[config.mk]
export PLATFORM = sky130hd
export DESIGN_NAME = im_loader
export DESIGN_NICKNAME = d
export VERILOG_FILES = /design/src/rtl/im_loader.sv
export SDC_FILE = /design/constraint.sdc
export NUM_CORES = 1
export LEC_CHECK = 0
export ABC_CLOCK_PERIOD_IN_PS = 8100
export BUFFER_PORTS_ARGS = -buffer_cell sky130_fd_sc_hd__buf_4
export CORE_MARGIN = 10
export CORE_UTILIZATION = 60
export DETAILED_ROUTE_END_ITERATION = 10
export GPL_TIMING_DRIVEN = 0
export PLACE_DENSITY = 0.81
export SLEW_MARGIN = 30
export SYNTH_ARGS = -nofsm -noshare
export SYNTH_HDL_FRONTEND = slang
export SYNTH_SLANG_ARGS = --single-unit
[constraint.sdc]
create_clock -name clk -period 8.1 [get_ports clk]
set_input_delay 0.405 -clock clk [delete_from_list [all_inputs] [get_ports clk]]
set_output_delay 0.405 -clock clk [all_outputs]
set_load 0.005 [all_outputs]
[src/rtl/im_loader.sv]
// im_loader: writer side of the instruction memory.
// Accepts a byte stream made of a 16-bit big-endian word count, then that
// many 32-bit big-endian words, then an XOR checksum byte. Each assembled
// word is written to the instruction memory with a single-cycle strobe.
// The CPU is held off (cpu_hold=1) until a load completes with a matching
// checksum. im_addr is a word index; the matching byte address in the CPU
// map is 32'h00003000 + 4*im_addr.
// All outputs come straight from flops. Each one is loaded from the state
// the FSM is about to enter, so it is valid for the whole time the FSM is
// in that state.
module im_loader #(
    parameter int DEPTH_WORDS = 4096,
    parameter int ADDR_W      = 12
) (
    input  logic              clk,
    input  logic              reset,
    input  logic              start,
    input  logic              in_valid,
    input  logic [7:0]        in_data,
    output logic              in_ready,
    output logic              im_we,
    output logic [ADDR_W-1:0] im_addr,
    output logic [31:0]       im_wdata,
    output logic              cpu_hold,
    output logic              done,
    output logic              err
);

    typedef enum logic [2:0] {
        ST_IDLE   = 3'd0,
        ST_HDR_HI = 3'd1,
        ST_HDR_LO = 3'd2,
        ST_DATA   = 3'd3,
        ST_WRITE  = 3'd4,
        ST_CSUM   = 3'd5,
        ST_DONE   = 3'd6,
        ST_ERR    = 3'd7
    } state_t;

    // Capacity limit, compared in 17 bits so that a count of exactly
    // DEPTH_WORDS is accepted.
    localparam logic [16:0] DEPTH_LIMIT = 17'(DEPTH_WORDS);

    state_t            state_q, state_d;
    logic [15:0]       count_q, count_d;
    logic [ADDR_W:0]   idx_q, idx_d;        // one extra bit: never wraps
    logic [7:0]        csum_q, csum_d;
    logic [1:0]        lane_q, lane_d;      // byte position inside the word
    logic [23:0]       word_q, word_d;      // first three bytes of the word
    logic              in_ready_q, in_ready_d;
    logic              im_we_q, im_we_d;
    logic [ADDR_W-1:0] im_addr_q, im_addr_d;
    logic [31:0]       im_wdata_q, im_wdata_d;
    logic              cpu_hold_q, cpu_hold_d;
    logic              done_q, done_d;
    logic              err_q, err_d;

    logic              take_s;
    logic [15:0]       hdr_count_s;
    logic [15:0]       idx_ext_s;
    logic              last_word_s;

    assign take_s      = in_valid & in_ready_q;
    assign hdr_count_s = {count_q[15:8], in_data};
    assign idx_ext_s   = 16'(idx_q);
    assign last_word_s = (idx_ext_s == (count_q - 16'd1));

    // Next-state, datapath and registered-output computation.
    always_comb begin
        state_d    = state_q;
        count_d    = count_q;
        idx_d      = idx_q;
        csum_d     = csum_q;
        lane_d     = lane_q;
        word_d     = word_q;
        im_addr_d  = im_addr_q;
        im_wdata_d = im_wdata_q;

        case (state_q)
            ST_IDLE: begin
                if (start) begin
                    state_d = ST_HDR_HI;
                    count_d = 16'd0;
                    idx_d   = '0;
                    csum_d  = 8'd0;
                    lane_d  = 2'd0;
                end else begin
                    state_d = ST_IDLE;
                end
            end
            ST_HDR_HI: begin
                if (take_s) begin
                    count_d[15:8] = in_data;
                    csum_d        = csum_q ^ in_data;
                    state_d       = ST_HDR_LO;
                end else begin
                    state_d = ST_HDR_HI;
                end
            end
            ST_HDR_LO: begin
                if (take_s) begin
                    count_d[7:0] = in_data;
                    csum_d       = csum_q ^ in_data;
                    lane_d       = 2'd0;
                    if (hdr_count_s == 16'd0) begin
                        state_d = ST_CSUM;
                    end else if ({1'b0, hdr_count_s} > DEPTH_LIMIT) begin
                        state_d = ST_ERR;
                    end else begin
                        state_d = ST_DATA;
                    end
                end else begin
                    state_d = ST_HDR_LO;
                end
            end
            ST_DATA: begin
                if (take_s) begin
                    csum_d = csum_q ^ in_data;
                    word_d = {word_q[15:0], in_data};
                    lane_d = lane_q + 2'd1;
                    if (lane_q == 2'd3) begin
                        // Fourth byte completes the word: present it in WRITE.
                        im_addr_d  = idx_q[ADDR_W-1:0];
                        im_wdata_d = {word_q, in_data};
                        state_d    = ST_WRITE;
                    end else begin
                        state_d = ST_DATA;
                    end
                end else begin
                    state_d = ST_DATA;
                end
            end
            ST_WRITE: begin
                if (last_word_s) begin
                    state_d = ST_CSUM;
                end else begin
                    idx_d   = idx_q + 1'b1;
                    state_d = ST_DATA;
                end
            end
            ST_CSUM: begin
                if (take_s) begin
                    if (in_data == csum_q) begin
                        state_d = ST_DONE;
                    end else begin
                        state_d = ST_ERR;
                    end
                end else begin
                    state_d = ST_CSUM;
                end
            end
            ST_DONE: begin
                state_d = ST_DONE;
            end
            ST_ERR: begin
                if (start) begin
                    state_d = ST_HDR_HI;
                    count_d = 16'd0;
                    idx_d   = '0;
                    csum_d  = 8'd0;
                    lane_d  = 2'd0;
                end else begin
                    state_d = ST_ERR;
                end
            end
            default: begin
                state_d = ST_IDLE;
            end
        endcase

        in_ready_d = (state_d == ST_HDR_HI) || (state_d == ST_HDR_LO) ||
                     (state_d == ST_DATA)   || (state_d == ST_CSUM);
        im_we_d    = (state_d == ST_WRITE);
        cpu_hold_d = (state_d != ST_DONE);
        done_d     = (state_d == ST_DONE);
        err_d      = (state_d == ST_ERR);
    end

    // State, datapath and output registers; asynchronous active-low reset.
    always_ff @(posedge clk or negedge reset) begin
        if (!reset) begin
            state_q    <= ST_IDLE;
            count_q    <= 16'd0;
            idx_q      <= '0;
            csum_q     <= 8'd0;
            lane_q     <= 2'd0;
            word_q     <= 24'd0;
            in_ready_q <= 1'b0;
            im_we_q    <= 1'b0;
            im_addr_q  <= '0;
            im_wdata_q <= 32'd0;
            cpu_hold_q <= 1'b1;
            done_q     <= 1'b0;
            err_q      <= 1'b0;
        end else begin
            state_q    <= state_d;
            count_q    <= count_d;
            idx_q      <= idx_d;
            csum_q     <= csum_d;
            lane_q     <= lane_d;
            word_q     <= word_d;
            in_ready_q <= in_ready_d;
            im_we_q    <= im_we_d;
            im_addr_q  <= im_addr_d;
            im_wdata_q <= im_wdata_d;
            cpu_hold_q <= cpu_hold_d;
            done_q     <= done_d;
            err_q      <= err_d;
        end
    end

    assign in_ready = in_ready_q;
    assign im_we    = im_we_q;
    assign im_addr  = im_addr_q;
    assign im_wdata = im_wdata_q;
    assign cpu_hold = cpu_hold_q;
    assign done     = done_q;
    assign err      = err_q;

endmodule

==> flow_summary.yaml <==
finish:
  multi_input_area_um2: 2440
  nets: 645
  fillerInstances: 570
  diodes: 0
  area_growth_pct: 19.7
  ff_latch_area_um2: 2880
  drive_above_1_share: 0.229
  fin_cells: 751
route:
  drtPass1Iterations: 5
  vias: 4476
  drtIter0Drc: 332
  wire_per_inst_um: 17.8
  routed_wl_um: 13400
  viasPerCell: 5.96
  drc_errors: 0
  ant_nets: 0
floorplanning:
  io_pins: 61
  die-area_um2: 13400
  coreArea_um2: 8810
  num_rows: 34
  die_w_um: 116
  initial_core_util: 0.625
  fp.dieH_um: 116
worst_setup_path:
  arrival_ns: 3.82
  required_ns: 8.50
  r2r-end: "idx_q[0]$_DFFE_PN0P_"
  critical_path.max_fanout: 10
  slowest_stage: "or4_1"
  rr_startpoint: "count_q[0]$_DFFE_PN0P_"
  endpoint: "idx_q[0]$_DFFE_PN0P_"
  endpoint_kind: "flop"
  start_kind: "flop"
  cp-startpoint: "count_q[0]$_DFFE_PN0P_"
  reg2reg_setup_slack_ns: 4.68
  crit_chain: "inv_1 > ha_1 > or3b_1 > buf_2 > nor3_2 > mux2_2 > o211a_1 > or4_1 > buf_2 > nand2_1 > mux2_1"
  worst-setup-path-type: "reg -> reg"
  critPathMostFrequentCell: "buf_2"
  reg2reg_depth: 11
  slowest_delay_ns: 0.51
global_route:
  grt_overflow: 0
  grt_pass1_wl_um: 22400
  grt_pass1_vias: 4530
  grt_usage: 0.209
  grt_max_degree: 116
  antenna_found_initial: 0
timing:
  fmax_mhz: 292
  fin_crit_ns: 3.42
  grt_setup_unrepaired: "false"
  finalHoldViolations: 0
  worstMarginPinSlew_ns: 0.833
  relSlewSlack: 0.445
  skew_ns: 0.00911
  setup_tns_ns: 0
  drv_slew: 0
  finalCritPeriodShare: 0.422
  final-setup-viol-count: 0
power_and_ir_drop:
  vdd_drop_max_v: 0.000243
  p_per_area_nw_per_um2: 365
  p_leak_nw: 3.24
clock_network:
  cts_tree: "yes"
  clk_pin_slew_ns: 0.06
  clock_latency_ns: 0.53
  cts_resized: 0
  cts_sinks: 115
  cts_max_path_buffers: 2
  cts_root_buf: "clkbuf_8"
  htree_levels: 4
  cts_made_buffers: 17
place:
  dp_cells: 718
  portBuffers: 52
  dpl.hpwl_um: 9150
  place_congestion: 0.958
yosys:
  ys_ff_latch: 115
  synth_cell_types: 57
  syn_area_um2: 5510
  yosysWarnings: 0
  synth_top_area_frac: 0.518
  synth_top_area_cell: "dfrtp_1"
  syn_inst: 558
  seq_area_frac_synth: 0.523
  syn_avg_cell_area_um2: 9.87
  syn-num-nets: 573
  async_flop_share: 1.00
  synthFlopType: "dfrtp_1"
  netlist_top_cells_area: "dfrtp_1 (52%), nand2_1 (9.1%), mux2_2 (9.0%), o21ai_0 (4.0%), xnor2_1 (2.1%)"
  synth_edf_count: 0
outcome:
  status: "completed"
job:
  drv_cap: 0
min_path:
  hold_class: "in -> reg"
==> cell usage after synthesis, drive strengths merged, types with 4 or more instances <==
library cell  instances
xor2                  4
nor3                 11
or4                   9
mux2                 45
nor2                 21
xnor2                13
a31o                  4
nor4                  5
o21ai                46
buf                   7
and3                  9
nand2               133
dfrtp               114
o211ai                6
mux2i                 4
inv                  13
a21oi                11
nand2b                4
nand4                 8
nand3                18
clkbuf               26
==> cells by family (layout without fill, tap and decap cells) <==
kind of cell | after synthesis | count (layout) | synth area share
simple gates | 234 | 234 | 0.197
flops | 115 | 115 | 0.523
compound gates | 93 | 93 | 0.108
mux | 49 | 49 | 0.0993
buf+inv | 46 | 131 | 0.0345
xor+xnor | 18 | 18 | 0.0314
fa+ha+maj | 3 | 3 | 0.00682
==> per-stage QoR <==
| step | total power, W | instance area (µm²) | util | worst slack [ns] | hold WS [ns] |
|---|---|---|---|---|---|
| 6_report | 0.00241 | 6590 | 0.749 | 4.68 | 0.275 |
| 5_1_grt | 0.00256 | 6590 | 0.749 | 4.50 | 0.295 |
| 4_1_cts | 0.00241 | 6590 | 0.748 | 4.71 | 0.249 |
| 3_5_place_dp | 0.00171 | 6040 | 0.686 | 4.77 | 0.471 |
| 3_3_place_gp | 0.00167 | 6030 | 0.685 | 4.82 | 0.455 |
| 2_1_floorplan | 0.00142 | 5510 | - | 5.00 | 0.109 |
==> sequential cells by signal, indices dropped and copies added (netlist names) <==
register,flops
in_ready,1
im_we,1
done,1
err,1
csum_q,8
state_q,3
count_q,16
im_addr,12
im_wdata,32
lane_q,2
idx_q,13
cpu_hold,1
word_q,24
==> timing repair <==
| action | in CTS | in global routing |
|---|---|---|
| endpoints found under the hold margin | 114 | 0 |
| setup buffers | 0 | 0 |
| hold buffers | 1 | 0 |
| setup endpoints to repair | 0 | 0 |
==> layer usage <==
metal / up-vias / part of all wire / GRT usage
li1: 2087 / - / -
met1: 2205 / 0.41 / 0.260
met2: 161 / 0.51 / 0.336
met3: 23 / 0.066 / 0.0584
met4: 0 / 0.017 / 0.0859
met5: - / 0 / 0
==> layout make-up <==
| class | instances | share of cell area |
|---|---|---|
| Buffer | 33 | 0.0214 |
| Clock buffer | 18 | 0.0634 |
| Clock inverter | 14 | 0.0184 |
| Inverter | 13 | 0.00740 |
| Multi-Input combinational cell | 397 | 0.370 |
| Sequential cell | 115 | 0.437 |
| Tap cell | 108 | 0.0205 |
| Timing Repair Buffer | 53 | 0.0619 |
==> worst max-delay path: cells and delay by family (launching register included) <==
kind | cells | cell delay (ns)
AND/OR/NAND/NOR | 4 | 1.21
AO/OA/AOI/OAI | 1 | 0.25
adder cells (fa/ha/maj) | 1 | 0.21
buffers and inverters | 3 | 0.49
multiplexers | 2 | 0.69
flip-flops | 1 | 0.45
==> cells in the final DEF, fill, tap and decap left out, drive strengths merged, types with 9 or more instances in the layout <==
| cell type | synthesis | routed |
|---|---|---|
| inv | 13 | 20 |
| o21ai | 46 | 46 |
| buf | 7 | 59 |
| a21oi | 11 | 11 |
| clkbuf | 26 | 44 |
| xnor2 | 13 | 13 |
| dfrtp | 114 | 114 |
| nor2 | 21 | 21 |
| nor3 | 11 | 11 |
| and3 | 9 | 9 |
| nand3 | 18 | 18 |
| nand2 | 133 | 133 |
| or4 | 9 | 9 |
| mux2 | 45 | 45 |
==> power breakdown <==
group          switching (W)  leakage (nW)  internal, W
sequential          0.000169          1.51     0.000765
combinational       0.000435          1.47     0.000358
clock               0.000296         0.256     0.000385
total               0.000900          3.24      0.00151
==> worst min-delay path by stage <==
| stage | from | to | slack, ns | depth (start not counted) |
|---|---|---|---|---|
| 2_1_floorplan | reset | count_q[0]$_DFFE_PN0P_ | 0.11 | 0 |
| 3_3_place_gp | word_q[16]$_DFFE_PN0P_ | word_q[16]$_DFFE_PN0P_ | 0.45 | 2 |
| 5_1_grt | in_data[2] | word_q[2]$_DFFE_PN0P_ | 0.29 | 3 |
| 3_5_place_dp | word_q[20]$_DFFE_PN0P_ | word_q[20]$_DFFE_PN0P_ | 0.47 | 2 |
| 6_report | in_data[2] | word_q[2]$_DFFE_PN0P_ | 0.27 | 3 |
| 4_1_cts | in_data[2] | word_q[2]$_DFFE_PN0P_ | 0.25 | 3 |
Note: power is estimated with default switching activity, not from simulation.
